### config.mk
export PLATFORM = sky130hd
export DESIGN_NAME = pacman_move_controller
export DESIGN_NICKNAME = d
export VERILOG_FILES = /design/src/rtl/pacman_move_controller.sv
export SDC_FILE = /design/constraint.sdc
export NUM_CORES = 1
export LEC_CHECK = 0
export ABC_CLOCK_PERIOD_IN_PS = 2150
export CAP_MARGIN = 20
export CORE_MARGIN = 2
export CORE_UTILIZATION = 40
export DETAILED_ROUTE_END_ITERATION = 16
export GPL_TIMING_DRIVEN = 0
export HOLD_SLACK_MARGIN = 0.02
export SYNTH_ARGS = -nofsm -noshare
export SYNTH_HDL_FRONTEND = slang
export SYNTH_SLANG_ARGS = --single-unit
### constraint.sdc
create_clock -name clock_50 -period 2.15 [get_ports clock_50]
set_input_delay 0.43 -clock clock_50 [delete_from_list [all_inputs] [get_ports clock_50]]
set_output_delay 0.43 -clock clock_50 [all_outputs]
set_load 0.1 [all_outputs]
### src/rtl/pacman_move_controller.sv
// Pacman per-tick movement sequencer.
// On each accepted move_tick it snapshots the current coordinates and first queries
// the maze tile store for the cell in the requested direction. If that cell is a
// wall, it queries the cell along the current heading instead. An open cell is
// committed back to the coordinate register.
// Ports:
//   clock_50, reset_n              clock, asynchronous active-low reset
//   move_tick                      one-cycle movement strobe (accepted only in IDLE)
//   dir_valid, dir_code            requested direction (0 up, 1 down, 2 left, 3 right)
//   pac_x, pac_y                   current position from the coordinate register
//   reg_x_in, reg_y_in, reg_en,
//   reg_readwrite                  coordinate register write port (readwrite 0 = write)
//   tile_req, tile_x, tile_y,
//   tile_ack, tile_type            tile store query handshake
//   pellet_eaten, power_eaten,
//   tile_timeout                   one-cycle event pulses
//   busy, moving, cur_dir          status
module pacman_move_controller #(
    parameter int unsigned GRID_W      = 21,
    parameter int unsigned GRID_H      = 21,
    parameter bit          WRAP_EN     = 1'b1,
    parameter logic [2:0]  WALL_TYPE   = 3'd1,
    parameter logic [2:0]  PELLET_TYPE = 3'd2,
    parameter logic [2:0]  POWER_TYPE  = 3'd3,
    parameter int unsigned ACK_TIMEOUT = 255
) (
    input  logic       clock_50,
    input  logic       reset_n,
    input  logic       move_tick,
    input  logic       dir_valid,
    input  logic [1:0] dir_code,
    input  logic [4:0] pac_x,
    input  logic [4:0] pac_y,
    output logic [4:0] reg_x_in,
    output logic [4:0] reg_y_in,
    output logic       reg_en,
    output logic       reg_readwrite,
    output logic       tile_req,
    output logic [4:0] tile_x,
    output logic [4:0] tile_y,
    input  logic       tile_ack,
    input  logic [2:0] tile_type,
    output logic       pellet_eaten,
    output logic       power_eaten,
    output logic       tile_timeout,
    output logic       busy,
    output logic       moving,
    output logic [1:0] cur_dir
);

    localparam int unsigned CW     = 8;
    localparam logic [4:0]  LAST_X = 5'(GRID_W - 1);
    localparam logic [4:0]  LAST_Y = 5'(GRID_H - 1);
    localparam logic [CW-1:0] CNT_LAST = CW'(ACK_TIMEOUT - 1);

    typedef enum logic [1:0] {
        S_IDLE    = 2'd0,
        S_QUERY_A = 2'd1,
        S_QUERY_B = 2'd2,
        S_COMMIT  = 2'd3
    } state_t;

    // One step from (x,y) in direction d; result is {off_grid, nx, ny}.
    function automatic logic [10:0] f_step(input logic [4:0] x, input logic [4:0] y,
                                           input logic [1:0] d);
        logic [4:0] nx;
        logic [4:0] ny;
        logic       off;
        nx  = x;
        ny  = y;
        off = 1'b0;
        case (d)
            2'd0: if (y == 5'd0) begin
                      if (WRAP_EN) ny = LAST_Y; else off = 1'b1;
                  end else ny = y - 5'd1;
            2'd1: if (y == LAST_Y) begin
                      if (WRAP_EN) ny = 5'd0; else off = 1'b1;
                  end else ny = y + 5'd1;
            2'd2: if (x == 5'd0) begin
                      if (WRAP_EN) nx = LAST_X; else off = 1'b1;
                  end else nx = x - 5'd1;
            default: if (x == LAST_X) begin
                      if (WRAP_EN) nx = 5'd0; else off = 1'b1;
                  end else nx = x + 5'd1;
        endcase
        return {off, nx, ny};
    endfunction

    state_t        r_state, w_state_nxt;
    logic [1:0]    r_cur_dir, w_cur_dir_nxt;
    logic [1:0]    r_desired_dir, w_desired_dir_nxt;
    logic [1:0]    r_try_dir, w_try_dir_nxt;
    logic [4:0]    r_pos_x, w_pos_x_nxt;
    logic [4:0]    r_pos_y, w_pos_y_nxt;
    logic [4:0]    r_tile_x, w_tile_x_nxt;
    logic [4:0]    r_tile_y, w_tile_y_nxt;
    logic          r_tile_req, w_tile_req_nxt;
    logic [CW-1:0] r_cnt, w_cnt_nxt;
    logic          r_moving, w_moving_nxt;
    logic          r_reg_en, w_reg_en_nxt;
    logic          r_reg_rw, w_reg_rw_nxt;
    logic [4:0]    r_reg_x, w_reg_x_nxt;
    logic [4:0]    r_reg_y, w_reg_y_nxt;
    logic          r_pellet, w_pellet_nxt;
    logic          r_power, w_power_nxt;
    logic          r_timeout, w_timeout_nxt;
    logic          r_busy, w_busy_nxt;

    logic [1:0]    w_des_now;
    logic [10:0]   w_step_a;
    logic [10:0]   w_step_b_idle;
    logic [10:0]   w_step_b_qry;
    logic          w_ack;
    logic          w_wall;

    // A dir_valid coincident with the tick takes effect for that tick.
    assign w_des_now     = dir_valid ? dir_code : r_desired_dir;
    assign w_step_a      = f_step(pac_x, pac_y, w_des_now);
    assign w_step_b_idle = f_step(pac_x, pac_y, r_cur_dir);
    assign w_step_b_qry  = f_step(r_pos_x, r_pos_y, r_cur_dir);
    // An ack only counts while a request is actually outstanding.
    assign w_ack         = r_tile_req & tile_ack;
    assign w_wall        = (tile_type == WALL_TYPE);

    // State and output registers.
    always_ff @(posedge clock_50 or negedge reset_n) begin
        if (!reset_n) begin
            r_state       <= S_IDLE;
            r_cur_dir     <= 2'd3;
            r_desired_dir <= 2'd3;
            r_try_dir     <= 2'd3;
            r_pos_x       <= 5'd0;
            r_pos_y       <= 5'd0;
            r_tile_x      <= 5'd0;
            r_tile_y      <= 5'd0;
            r_tile_req    <= 1'b0;
            r_cnt         <= '0;
            r_moving      <= 1'b0;
            r_reg_en      <= 1'b0;
            r_reg_rw      <= 1'b1;
            r_reg_x       <= 5'd0;
            r_reg_y       <= 5'd0;
            r_pellet      <= 1'b0;
            r_power       <= 1'b0;
            r_timeout     <= 1'b0;
            r_busy        <= 1'b0;
        end else begin
            r_state       <= w_state_nxt;
            r_cur_dir     <= w_cur_dir_nxt;
            r_desired_dir <= w_desired_dir_nxt;
            r_try_dir     <= w_try_dir_nxt;
            r_pos_x       <= w_pos_x_nxt;
            r_pos_y       <= w_pos_y_nxt;
            r_tile_x      <= w_tile_x_nxt;
            r_tile_y      <= w_tile_y_nxt;
            r_tile_req    <= w_tile_req_nxt;
            r_cnt         <= w_cnt_nxt;
            r_moving      <= w_moving_nxt;
            r_reg_en      <= w_reg_en_nxt;
            r_reg_rw      <= w_reg_rw_nxt;
            r_reg_x       <= w_reg_x_nxt;
            r_reg_y       <= w_reg_y_nxt;
            r_pellet      <= w_pellet_nxt;
            r_power       <= w_power_nxt;
            r_timeout     <= w_timeout_nxt;
            r_busy        <= w_busy_nxt;
        end
    end

    // Next-state and next-output logic.
    always_comb begin
        w_state_nxt       = r_state;
        w_cur_dir_nxt     = r_cur_dir;
        w_desired_dir_nxt = dir_valid ? dir_code : r_desired_dir;
        w_try_dir_nxt     = r_try_dir;
        w_pos_x_nxt       = r_pos_x;
        w_pos_y_nxt       = r_pos_y;
        w_tile_x_nxt      = r_tile_x;
        w_tile_y_nxt      = r_tile_y;
        w_tile_req_nxt    = r_tile_req;
        w_cnt_nxt         = r_cnt;
        w_moving_nxt      = r_moving;
        w_reg_en_nxt      = 1'b0;
        w_reg_rw_nxt      = 1'b1;
        w_reg_x_nxt       = r_reg_x;
        w_reg_y_nxt       = r_reg_y;
        w_pellet_nxt      = 1'b0;
        w_power_nxt       = 1'b0;
        w_timeout_nxt     = 1'b0;

        case (r_state)
            S_IDLE: begin
                if (move_tick) begin
                    w_pos_x_nxt   = pac_x;
                    w_pos_y_nxt   = pac_y;
                    w_try_dir_nxt = w_des_now;
                    w_cnt_nxt     = '0;
                    if (!w_step_a[10]) begin
                        w_state_nxt    = S_QUERY_A;
                        w_tile_req_nxt = 1'b1;
                        w_tile_x_nxt   = w_step_a[9:5];
                        w_tile_y_nxt   = w_step_a[4:0];
                    end else if (w_des_now == r_cur_dir || w_step_b_idle[10]) begin
                        // Off-grid target behaves as a wall with nowhere to fall back.
                        w_moving_nxt = 1'b0;
                    end else begin
                        w_state_nxt    = S_QUERY_B;
                        w_tile_req_nxt = 1'b1;
                        w_tile_x_nxt   = w_step_b_idle[9:5];
                        w_tile_y_nxt   = w_step_b_idle[4:0];
                    end
                end
            end

            S_QUERY_A: begin
                if (w_ack) begin
                    w_tile_req_nxt = 1'b0;
                    if (!w_wall) begin
                        w_cur_dir_nxt = r_try_dir;
                        w_state_nxt   = S_COMMIT;
                        w_reg_en_nxt  = 1'b1;
                        w_reg_rw_nxt  = 1'b0;
                        w_reg_x_nxt   = r_tile_x;
                        w_reg_y_nxt   = r_tile_y;
                        w_pellet_nxt  = (tile_type == PELLET_TYPE);
                        w_power_nxt   = (tile_type == POWER_TYPE);
                    end else if (r_try_dir == r_cur_dir || w_step_b_qry[10]) begin
                        w_moving_nxt = 1'b0;
                        w_state_nxt  = S_IDLE;
                    end else begin
                        // Fallback query; the request is re-raised next cycle.
                        w_state_nxt  = S_QUERY_B;
                        w_tile_x_nxt = w_step_b_qry[9:5];
                        w_tile_y_nxt = w_step_b_qry[4:0];
                        w_cnt_nxt    = '0;
                    end
                end else if (r_cnt == CNT_LAST) begin
                    w_tile_req_nxt = 1'b0;
                    w_timeout_nxt  = 1'b1;
                    w_moving_nxt   = 1'b0;
                    w_state_nxt    = S_IDLE;
                end else begin
                    w_cnt_nxt = r_cnt + CW'(1);
                end
            end

            S_QUERY_B: begin
                if (!r_tile_req) begin
                    w_tile_req_nxt = 1'b1;
                    w_cnt_nxt      = '0;
                end else if (w_ack) begin
                    w_tile_req_nxt = 1'b0;
                    if (!w_wall) begin
                        w_state_nxt  = S_COMMIT;
                        w_reg_en_nxt = 1'b1;
                        w_reg_rw_nxt = 1'b0;
                        w_reg_x_nxt  = r_tile_x;
                        w_reg_y_nxt  = r_tile_y;
                        w_pellet_nxt = (tile_type == PELLET_TYPE);
                        w_power_nxt  = (tile_type == POWER_TYPE);
                    end else begin
                        w_moving_nxt = 1'b0;
                        w_state_nxt  = S_IDLE;
                    end
                end else if (r_cnt == CNT_LAST) begin
                    w_tile_req_nxt = 1'b0;
                    w_timeout_nxt  = 1'b1;
                    w_moving_nxt   = 1'b0;
                    w_state_nxt    = S_IDLE;
                end else begin
                    w_cnt_nxt = r_cnt + CW'(1);
                end
            end

            default: begin
                w_moving_nxt = 1'b1;
                w_state_nxt  = S_IDLE;
            end
        endcase

        w_busy_nxt = (w_state_nxt != S_IDLE);
    end

    assign reg_x_in      = r_reg_x;
    assign reg_y_in      = r_reg_y;
    assign reg_en        = r_reg_en;
    assign reg_readwrite = r_reg_rw;
    assign tile_req      = r_tile_req;
    assign tile_x        = r_tile_x;
    assign tile_y        = r_tile_y;
    assign pellet_eaten  = r_pellet;
    assign power_eaten   = r_power;
    assign tile_timeout  = r_timeout;
    assign busy          = r_busy;
    assign moving        = r_moving;
    assign cur_dir       = r_cur_dir;

endmodule

==> impl_metrics.csv <==
group,metric,value,unit
run_status,result_of_the_run,"finished clean",
logic_synthesis,synth.avg_cell_area,9.167,µm²
final_layout,diodes,0,
detailed_routing,drc,0,
logic_synthesis,netlist_cell_types,75,
clocking,cts_root_buf,"clkbuf_8",
logic_synthesis,synth_top_cell_area_share,31.76,%
sta,worst_slew_pin_slew,976.0,ps
floorplan,fp.dieH,100.2,µm
sta,final.period_utilization,98.54,%
setup_path,crit_type,"in2reg",
detailed_routing,drt-vias-per-instance,5.814,
logic_synthesis,ys_seq_elements,54,
setup_path,critical_path.startpoint_type,"primary input",
setup_path,r2r-end,"tile_y[0]$_DFFE_PN0P_",
logic_synthesis,syn-instance-count,404,
clocking,cts.htree.levels,2,
clocking,numCtsBuffers,5,
detailed_routing,firstDrtPassIters,4,
floorplan,core_area,9109,µm²
placement,buffer_ports.inserted,47,
clocking,clk_latency,310,ps
floorplan,rows,35,
final_layout,storage_element_area,1366,µm²
placement,hpwlAfterDp,7232,µm
detailed_routing,wl,9610,µm
sta,slew_headroom,35.19,%
detailed_routing,drt.antenna.violating_nets,0,
logic_synthesis,synthMostInstantiatedCell,"dfrtp_1",
final_layout,layout-area-overhead-vs-synth,21.42,%
sta,achievable-frequency,472.0,MHz
setup_path,timing.critical_path.cells,"clkdlybuf4s50_1, mux2i_4, inv_1, buf_2, a21oi_1, nor2_1, nor3_1, o31ai_2",
sta,final_report_max_slew_violation_count,0,
clocking,path_clk_slew,100,ps
sta,final-hold-violation-count,0,
detailed_routing,drtIter0Drc,106,
setup_path,crit_path_max_incr_delay,610,ps
final_layout,num-nets-final,497,
clocking,cts_num_sinks,54,
final_layout,final_core_utilization,49.37,%
final_layout,drive_gt1_share,17.39,%
sta,hold_slack,83.10,ps
logic_synthesis,yosys_most_used_dff,"dfrtp_1",
logic_synthesis,synth_fp_nets,442,
detailed_routing,routed_wire_length_per_instance,16.83,µm
clocking,cts-hold-fix-buffers,0,
setup_path,reg2regPathDepth,7,
setup_path,rrSetupSlack,120,ps
detailed_routing,routed-via-count,3320,
setup_path,worstPathArrival,2320,ps
logic_synthesis,async_reset_ff_share,100.0,%
power,power-per-cell-area,1630,nW/µm²
setup_path,crit_start,"dir_valid",
setup_path,rr_startpoint,"r_pos_y[0]$_DFFE_PN0P_",
floorplan,dieWidth,100.2,µm
placement,pre_cts_ws,-504.7,ps
logic_synthesis,post_synth_instance_area,3704,µm²
sta,setup_slack,31.35,ps
setup_path,crit_buf_inv,3,
clocking,tritoncts,"built",
global_routing,grt_remaining_overflow,0,
hold_path,hold_class,"in2async",
sta,setup_viol,0,
setup_path,cp_endpoint_kind,"flop",
global_routing,grt_pass1_wl,15940,µm
setup_path,slowest_stage,"clkdlybuf4s50_1",
logic_synthesis,synth.yosys.seq_area_share,36.72,%
sta,clock-skew-final,8.509,ps
power,cellLeakagePower,1.955,nW
global_routing,grt_usage,19.57,%
floorplan,fp.dieArea,10050,µm²
logic_synthesis,synth_warnings,0,
floorplan,top_level_ports,50,
logic_synthesis,cell_accounting_for_the_most_synthesized_area,"dfrtp_1",
global_routing,grt_start_max_net_pins,35,
flow_run,cap_violations,0,
floorplan,initial_core_utilization,40.66,%
final_layout,layout.filler_cells,915,
logic_synthesis,yosys-top-cells-area,"dfrtp_1 32%, ha_1 6.1%, mux2_2 5.5%",
sta,min_period,2119,ps
global_routing,first_global_vias,3226,
setup_path,critical-path-top-delay-family,"buffers and inverters",
clocking,max-clock-path-buffers,2,
global_routing,antenna_found_initial,0,
logic_synthesis,synth_common_cells,"47 x dfrtp_1, 36 x nand2_1, 27 x a21oi_1",
setup_path,cp_num_cells,8,
setup_path,cp_max_fo,10,
placement,globalplace.congestion,0.9048,
power,peakVddDrop,0.6704,mV
final_layout,multi_input_comb_area,2187,µm²
logic_synthesis,synth_edf_count,0,
setup_path,critical_path_required,2350,ps
sta,grt_setup_unrepaired,"true",
## power by group
group | switching, W | internal (W)
clock network | 0.000365 | 0.000356
logic | 0.00340 | 0.00141
registers | 0.000353 | 0.00145
total | 0.00412 | 0.00321
## worst reg2reg max path: stages (launching register included)
cell and delay (ps):
dfrtp_2 480, inv_1 100, ha_2 200, inv_1 70, o41a_1 450, o31ai_2 200
o21ai_1 140, mux2_2 280
## final cells by class
cell class	instances	area share [%]
multi-input combinational	303	48.64
sequential	54	30.38
timing repair buffer	50	10.49
tap	111	3.088
buffer	23	2.977
inverter	22	1.836
clock buffer	5	1.530
clock inverter	3	1.057
## layer usage
metal  share of wire [%]  wire (µm)  vias up  global-route usage (%)
met5                   0          0        -                       0
met4                0.44         42        0                   3.161
met3                 3.9        375        4                   2.716
met2                  49       4738       72                   34.38
met1                  46       4453     1636                   26.12
li1                    -          -     1608                       -
## what timing repair did
action	CTS	global route
resized for setup	45	14
setup endpoints to repair	44	24
setup buffers	1	1
## worst max-delay path by stage
stage	end	slack, ps
4_1_cts	tile_x[4]$_DFFE_PN0P_	20
6_report	tile_y[3]$_DFFE_PN0P_	30
2_1_floorplan	tile_y[0]$_DFFE_PN0P_	40
3_5_place_dp	tile_y[1]$_DFFE_PN0P_	-500
3_3_place_gp	tile_req$_DFFE_PN0P_	-1290
5_1_grt	tile_y[2]$_DFFE_PN0P_	-9
## stage by stage
step | TNS [ps] | total power [W] | area [µm²] | instances
after CTS | 0 | 0.007328 | 4463 | 572
after detailed placement | -7118 | 0.006719 | 4333 | 563
after floorplan | 0 | 0.005533 | 3709 | 404
after global placement | -61250 | 0.006637 | 4318 | 562
after global routing | -9.163 | 0.007810 | 4497 | 571
final | 0 | 0.007331 | 4497 | 571
## cell usage in the layout, fill, tap and decap left out, types with 4 or more instances in the layout
master,n
a31oi_1,14
o31ai_2,4
nor3_1,11
clkbuf_8,6
a21oi_1,27
o31ai_1,5
nand2_1,36
nand4b_1,4
nand2b_1,7
inv_1,22
nor2_1,24
clkdlybuf4s50_1,13
o22a_1,6
clkbuf_1,9
and3_1,4
and2_1,5
buf_2,5
o21ai_0,21
mux2_2,18
nand3_1,14
dlygate4sd2_1,29
dfrtp_1,45
dfstp_2,6
or3_1,4
ha_1,16
## kinds of logic after synthesis
family	after synthesis	synth area share (%)
AND/OR/NAND/NOR	125	17.43
multiplexers	21	6.385
adder cells (fa/ha/maj)	18	6.081
XOR/XNOR	6	1.622
AO/OA/AOI/OAI	133	26.01
flip-flops	54	36.72
buffers and inverters	47	5.743
## state kept, by name (all words and copies together) (netlist names), 2 cells and up
signal / count
r_pos_x: 5
reg_y_in: 5
tile_x: 5
reg_x_in: 5
r_try_dir: 2
r_cnt: 8
r_state: 2
r_pos_y: 5
r_desired_dir: 2
tile_y: 5
cur_dir: 2
Note: power is estimated with default switching activity, not from simulation.
